**config.mk**
```make
export PLATFORM = sky130hd
export DESIGN_NAME = key_event_gen
export DESIGN_NICKNAME = d
export VERILOG_FILES = /design/src/rtl/key_event_pkg.sv /design/src/rtl/tick_prescaler.sv /design/src/rtl/key_event_gen.sv
export SDC_FILE = /design/constraint.sdc
export NUM_CORES = 1
export LEC_CHECK = 0
export CAP_MARGIN = 40
export CORE_UTILIZATION = 55
export DETAILED_ROUTE_END_ITERATION = 8
export PLACE_DENSITY = 0.78
export SLEW_MARGIN = 20
export SYNTH_ARGS = -nofsm -noshare
export SYNTH_HDL_FRONTEND = slang
export SYNTH_SLANG_ARGS = --single-unit
```
**constraint.sdc**
```tcl
create_clock -name clock -period 3.1 [get_ports clock]
set_input_delay 0.31 -clock clock [delete_from_list [all_inputs] [get_ports clock]]
set_output_delay 0.31 -clock clock [all_outputs]
set_load 0.01 [all_outputs]
```
**src/rtl/key_event_pkg.sv**
```systemverilog
// Shared types and widths for the key event generator.
package key_event_pkg;

    localparam int unsigned COUNT_W = 8;
    localparam int unsigned CNT_W   = 8;

    typedef enum logic [1:0] {
        IDLE   = 2'b00,
        HOLD   = 2'b01,
        REPEAT = 2'b10
    } state_t;

endpackage

```
**src/rtl/tick_prescaler.sv**
```systemverilog
// Free-running power-of-two prescaler; tick_c is high on the last count of each period.
module tick_prescaler #(
    parameter int unsigned TICK_BITS = 19
) (
    input  logic clock,
    input  logic reset,
    input  logic clear,
    output logic tick_c
);

    logic [TICK_BITS-1:0] count_q;

    always_ff @(posedge clock) begin
        if (!reset) begin
            count_q <= '0;
        end else if (clear) begin
            count_q <= '0;
        end else begin
            count_q <= count_q + TICK_BITS'(1);
        end
    end

    assign tick_c = &count_q;

endmodule

```
**src/rtl/key_event_gen.sv**
```systemverilog
// Turns a debounced key level into press/release/auto-repeat pulses and an event counter.
module key_event_gen
    import key_event_pkg::*;
#(
    parameter int unsigned TICK_BITS    = 19,
    parameter int unsigned HOLD_TICKS   = 50,
    parameter int unsigned REPEAT_TICKS = 10
) (
    input  logic               clock,
    input  logic               reset,
    input  logic               level_in,
    input  logic               enable,
    output logic               press,
    output logic               release_p,
    output logic               repeat_p,
    output logic               event_p,
    output logic               held,
    output logic [COUNT_W-1:0] event_count
);

    localparam logic [CNT_W-1:0] HOLD_LAST   = CNT_W'(HOLD_TICKS - 1);
    localparam logic [CNT_W-1:0] REPEAT_LAST = CNT_W'(REPEAT_TICKS - 1);

    state_t             state_q;
    logic [CNT_W-1:0]   cnt_q;
    logic               lvl_q;
    logic               tick_c;
    logic               rise_c;
    logic               fall_c;
    logic               busy_c;
    logic               at_last_c;
    logic               press_set_c;
    logic               release_set_c;
    logic               repeat_set_c;
    logic               clear_c;

    tick_prescaler #(
        .TICK_BITS (TICK_BITS)
    ) u_prescaler (
        .clock  (clock),
        .reset  (reset),
        .clear  (clear_c),
        .tick_c (tick_c)
    );

    // Decide this edge's pulses; release beats a coincident repeat expiry.
    always_comb begin
        rise_c        = level_in & ~lvl_q;
        fall_c        = ~level_in & lvl_q;
        busy_c        = (state_q == HOLD) || (state_q == REPEAT);
        at_last_c     = (state_q == HOLD) ? (cnt_q == HOLD_LAST) : (cnt_q == REPEAT_LAST);
        press_set_c   = enable & ~busy_c & rise_c;
        release_set_c = enable & busy_c & fall_c;
        repeat_set_c  = enable & busy_c & ~fall_c & tick_c & at_last_c;
        clear_c       = press_set_c | repeat_set_c;
    end

    always_ff @(posedge clock) begin
        if (!reset) begin
            state_q     <= IDLE;
            cnt_q       <= '0;
            lvl_q       <= 1'b0;
            press       <= 1'b0;
            release_p   <= 1'b0;
            repeat_p    <= 1'b0;
            event_p     <= 1'b0;
            held        <= 1'b0;
            event_count <= '0;
        end else begin
            lvl_q     <= level_in;
            press     <= press_set_c;
            release_p <= release_set_c;
            repeat_p  <= repeat_set_c;
            event_p   <= press_set_c | repeat_set_c;
            if (press_set_c || repeat_set_c) begin
                event_count <= event_count + COUNT_W'(1);
            end

            if (!enable) begin
                state_q <= IDLE;
                cnt_q   <= '0;
                held    <= 1'b0;
            end else if (press_set_c) begin
                state_q <= HOLD;
                cnt_q   <= '0;
                held    <= 1'b1;
            end else if (release_set_c) begin
                state_q <= IDLE;
                held    <= 1'b0;
            end else if (repeat_set_c) begin
                state_q <= REPEAT;
                cnt_q   <= '0;
                held    <= 1'b1;
            end else if (busy_c) begin
                if (tick_c) begin
                    cnt_q <= cnt_q + CNT_W'(1);
                end
                held <= 1'b1;
            end else begin
                // Also folds the unused 2'b11 encoding back to IDLE.
                state_q <= IDLE;
                held    <= 1'b0;
            end
        end
    end

endmodule

```
## Word level (Yosys, flattened, before mapping)

Index checks and enable logic that the tools add are counted.

| storage, ports and cells | value |
|---|---|
| bits in writable memories | 0 |
| latch bits | 0 |
| logic and storage cells | 59 |
| input port bits | 4 |
| memory bits (read-only) | 0 |
| register bits after elaboration | 43 |
| memories | 0 |

| operators by class | value |
|---|---|
| muxes and demuxes | 12 |
| add/sub/neg operators | 3 |
| $lt $le $gt $ge | 0 |
| reduce and logical (&&, ||, !) cells | 10 |
| shift-type cells | 0 |
| bitwise gates (word level) | 17 |
| $mul | 0 |
| divide/modulo/power cells | 0 |
| eq/ne operators | 6 |

Operator list:

| cell | number |
|---|---|
| 2-to-1 mux 8 bit | 3 |
| adder 19 x 1 -> 19 bit (second input constant) | 1 |
| AND reduction 19 bit | 1 |
| adder 8 x 1 -> 8 bit (second input constant) | 2 |
| AND 1 bit | 9 |
| equality test 8 x 4 -> 1 bit (second input constant) | 1 |
| equality test 8 x 6 -> 1 bit (second input constant) | 1 |
| 2-to-1 mux 1 bit | 7 |
| NOT 1 bit | 7 |
| 2-to-1 mux 2 bit | 2 |
| inequality test 4 x 1 -> 1 bit (second input constant) | 1 |
| nonzero test 2 bit | 2 |
| OR reduction 4 bit | 1 |
| AND reduction 3 bit | 1 |
| OR reduction 3 bit | 1 |
| equality test 2 x 1 -> 1 bit (second input constant) | 1 |
| equality test 2 bit (second input constant) | 1 |
| logical OR 1 bit | 2 |
| inequality test 2 x 1 -> 1 bit (second input constant) | 1 |
| AND reduction 2 bit | 1 |
| OR reduction 2 bit | 1 |
| bitwise OR 1 bit | 1 |

## Depth between registers and ports, before layout

| depth | value |
|---|---|
| word-level depth | 9 |
| depth in mapped cells | 8 |
| depth with buffers taken out | 7 |

## By module

Synthesis repeated with hierarchy kept, for this count alone.

| unflattened totals | value |
|---|---|
| cells, all modules | 224 |
| area, all modules | 2,039.5 µm² |

Modules (own cells, without submodules):

| module | area an instance (µm²) | seq. area each (µm²) | times used | cells an instance |
|---|---|---|---|---|
| key_event_gen | 1,159.9 | 480.5 | 1 | 131 |
| tick_prescaler | 879.6 | 380.4 | 1 | 93 |

## Least setup slack after synthesis

OpenSTA, ideal clock, no wires.

| path | value |
|---|---|
| kind | register to register |
| start point | register state_q[1] |
| end point | register event_count[5] |
| required time | 3.027 ns |
| setup slack | 0.627 ns |
| setup time | 0.073 ns |
| arrival time | 2.400 ns |
| clock period less this slack | 2.473 ns |
| cell stages (with the launch flop) | 8 |
| path through | dfxtp_1 inv_1 ha_1 or4_1 a2111oi_4 a31oi_2 or4_1 a21oi_1 |

| on the way | value |
|---|---|
| cells in the longest elaborated chain, start to end | 7 |
| elaborated cells between the ends (all ways) | 12 |
| classes of those cells | eq/ne (2); mux (1); bitwise (7); reduce/logical (2) |

RTL lines:

| item | RTL line | text |
|---|---|---|
| start, declared | key_event_gen.sv:24 | `state_t state_q;` |
| start signal, assigned | key_event_gen.sv:60 | `state_q <= IDLE;` |
| start signal, assigned | key_event_gen.sv:80 | `state_q <= IDLE;` |
| start signal, assigned | key_event_gen.sv:84 | `state_q <= HOLD;` |
| equality test 2 x 1 -> 1 bit or equality test 2 bit (tied branches) | key_event_gen.sv:50, key_event_gen.sv:51 |  |
| logical OR 1 bit | key_event_gen.sv:50 | `busy_c = (state_q == HOLD) \|\| (state_q == REPEAT);` |
| AND 1 bit (4 in series) | key_event_gen.sv:54 | `repeat_set_c = enable & busy_c & ~fall_c & tick_c & at_last_c;` |
| logical OR 1 bit (*) | key_event_gen.sv:75 | `if (press_set_c \|\| repeat_set_c) begin` |
| end signal, assigned | key_event_gen.sv:76 | `event_count <= event_count + COUNT_W'(1);` |
| end, declared | key_event_gen.sv:18 | `output logic [COUNT_W-1:0] event_count` |

Mark *: on every way between the ends. The rest lies on a longest branch, timed or not.
A chain may end at the register's enable or synchronous reset.

## Final worst setup path

| path | value |
|---|---|
| start point | register state_q[1] |
| end point | register event_count[7] |

Same word-level chain as after synthesis.

==> results.md <==
- Clk sinks: 43
- Combinational share of power: roughly 5.1%
- Synth cell types: 34
- Die area: approximately 0.0037 mm²
- CTS tree: done
- Layout cell share with drive strength beyond 1: 6.410%
- Asr flop ratio synth: 0%
- Yosys reg bits: 43
- Routability cong.: between 0.8 and 0.9
- Max-Cap Viols: 0
- Chain of cells forming the critical path: inv_1 > ha_1 > or4_1 > a2111oi_4 > a31oi_2 > or4_1 > a21oi_1
- Finished Layout Cells: between 200 and 300
- Clock Skews: around 0.0055 ns
- CP arrival: 3.04 ns
- First-pass GRT wire length: about 6.4 mm
- Mapped cell area: about 0.0019 mm²
- Routed Antenna Nets: 0
- Routed Wire Length: 3.789 mm
- Static leakage: ~0.74 nW
- Post-CTS sizing: 0
- Clock transition at the registers of the reported paths: between 0.1 and 0.15 ns
- CP bufs+invs: 1
- GR Overflow Total: 0
- Hpwl dp: 2.767 mm
- Worst EP required: between 3 and 4 ns
- Slew Limit Fails: 0
- Worst slew pin tran: around 0.66 ns
- I/O pins: 17
- Die Wd: around 60 µm
- Vias per inst: 5.788
- TritonRoute pass-1 iters: 4
- RSZ-0062 raised after global routing: no
- Row cnt: 20
- H-tree Lvls: 2
- Period utilization: 88.44%
- CTS Hold Buffers Added: 0
- CP top delay family: simple AND/OR/NAND/NOR gates
- Crit path top cell by count: or4_1
- Startpoint type of the worst setup path: flip-flop
- Fillers: 277
- Diode count: 0
- Post-synth EDFFs: 0
- Placed Cells: 271
- Final setup viols: 0
- Clock network fraction of total power: a little under a third
- Critical path capture point type: flip-flop
- Max Fanout on Critical Path: 17
- Ys flop type: dfxtp_1
- Core Region: between 0.003 and 0.004 mm²
- WL per Instance: between 10 and 15 µm
- Slowest stage cell, crit path: or4_1
- Hold_ws: approximately 0.47 ns
- Sequential cell area: 860.8 µm²
- Fmax: 0.3648 GHz
- Slew headroom: 55.67%
- Fin crit period: 2.742 ns
- Clk buf depth: 2
- Iteration-0 DRC Markers: 114
- Worst Hold Class: reg2reg
- Sequential share of power: 64.8%
- Yosys warnings: 0
- Vias in the first global route: approximately 1,500
- Multi-input logic area: roughly 990 µm²
- Post-CTS Setup Bufs: 0
- Total negative slack: 0 ns
- Status: completed
- CTS buffer count: 5
- Switch share: approximately a quarter
- Die H: between 60 and 70 µm
- Clk root buf: clkbuf_4
- Total Power: approximately 0.87 mW
- Skew-Pair Late Insertion Delay: 0.36 ns
- Fin. Hold Viols: 0
- Initial Utilization: 59.96%
- Port Buffers: 16
- Pwr per Cell Area: roughly 400 mW/mm²
- Largest net degree at the start of global routing: 19
- Via count: about 1,600
- CP Class: reg2reg
- Nets: roughly 240
- Drt drc: 0
- Critical Path Max Stage Delay: around 0.60 ns
- Antenna violations before repair: 0
- Worst vdd ir: between 300 and 400 µV
- Post-synthesis sequential area ratio: about 46%
- Cell-internal power: approximately 0.66 mW
- Syn_area_per_cell: between 8 and 9 µm²
- Sw Pwr: roughly 0.21 mW
- Syn nets: between 200 and 250
- Mapped Cells: approximately 210
- Total track usage: between 20% and 30%
- Area grow syn2layout: 14.03%
final timing paths:
| kind | startpoint | endpoint | slack (ns) | cells past startpoint |
|---|---|---|---|---|
| min | state_q[1]$_SDFFE_PP0P_ | state_q[1]$_SDFFE_PP0P_ | 0.47 | 2 |
| max reg2reg | state_q[1]$_SDFFE_PP0P_ | event_count[7]$_SDFFE_PN0P_ | 0.36 | 7 |
| max | state_q[1]$_SDFFE_PP0P_ | event_count[7]$_SDFFE_PN0P_ | 0.36 | 7 |
| min reg2reg | state_q[1]$_SDFFE_PP0P_ | state_q[1]$_SDFFE_PP0P_ | 0.47 | 2 |
cells in the mapped netlist, types with 3 or more instances:
library cell  number  share of area, %
dfxtp_1           43                46
or3_1              5               1.7
nor2_1            29               5.8
and3_1            10               3.3
xnor2_1            6               2.8
and4_1             6               2.8
nand4_1            4               1.3
o21ai_0           10               2.6
or4_1              3               1.2
a21oi_1           17               4.5
ha_1               5               3.3
xor2_1            12               5.6
clkbuf_1           3              0.60
inv_1              4              0.79
nand3_1           19               5.0
nand2_1           15               3.0
per-layer routing:
layer	up-vias	share of wire [%]	global-route usage [%]
met5	-	0	0
met1	758	46	29.14
met3	11	4.4	7.676
met4	0	2.1	9.740
met2	46	48	38.93
li1	794	-	-
worst reg2reg max path, delay by kind of cell (launching register included):
kind	cells	cell delay (ns)
adder cells (fa/ha/maj)	1	0.34
AO/OA/AOI/OAI	3	0.90
buffers and inverters	1	0.04
AND/OR/NAND/NOR	2	1.08
flip-flops	1	0.33
flip-flops by register name (all words and copies together), names as in the netlist:
signal	cells
release_p	1
u_prescaler.count_q	19
held	1
repeat_p	1
lvl_q	1
cnt_q	8
state_q	2
event_p	1
press	1
event_count	8
cell families (layout without fill, tap and decap cells):
logic type | count (synthesis) | in the layout | synth area share [%]
AND/OR/NAND/NOR | 105 | 105 | 29.85
flip-flops | 43 | 43 | 45.53
AO/OA/AOI/OAI | 32 | 32 | 10.59
XOR/XNOR | 18 | 18 | 8.339
buffers and inverters | 9 | 30 | 1.852
adder cells (fa/ha/maj) | 5 | 5 | 3.309
multiplexers | 1 | 1 | 0.5295
area by class of cell:
class	count	area share (%)
Clock inverter	2	0.6384
Multi-Input combinational cell	161	46.14
Sequential cell	43	39.93
Tap cell	44	2.554
Timing Repair Buffer	18	8.125
Clock buffer	5	1.741
Inverter	5	0.8706
metrics by stage:
| step | setup WS [ns] | cell area, µm² | util (%) |
|---|---|---|---|
| finish | 0.3584 | 2156 | 68.37 |
| CTS | 0.3403 | 2156 | 68.37 |
| global route | 0.1936 | 2156 | 68.37 |
| floorplan | 0.6272 | 1891 | - |
| global placement | 0.5461 | 2105 | 66.75 |
| detailed placement | 0.3620 | 2105 | 66.75 |
layout by cell type (no fill, tap or decap), types with 2 or more instances in the layout:
cell type / Yosys / layout
clkdlybuf4s50_1: 0 / 16
nand3b_1: 2 / 2
nor2_1: 29 / 29
clkbuf_4: 0 / 5
nand4_1: 4 / 4
a21oi_1: 17 / 17
o21ai_0: 10 / 10
nor2b_1: 2 / 2
nand2_1: 15 / 15
xnor2_1: 6 / 6
and4_1: 6 / 6
dfxtp_1: 43 / 43
and2b_1: 2 / 2
xor2_1: 12 / 12
buf_4: 0 / 2
and3_1: 10 / 10
or3_1: 5 / 5
o31ai_1: 2 / 2
or4_1: 3 / 3
nand3_1: 19 / 19
inv_1: 4 / 4
ha_1: 5 / 5
power by group through the flow:
stage / sequential (mW) / clock [mW] / combinational [mW]
CTS: 0.565 / 0.269 / 0.0449
global route: 0.566 / 0.293 / 0.0497
floorplan: 0.578 / 0 / 0.0243
global placement: 0.577 / 0 / 0.0419
detailed placement: 0.578 / 0 / 0.0446
finish: 0.565 / 0.263 / 0.0443
(Power assumes the default switching activity.)
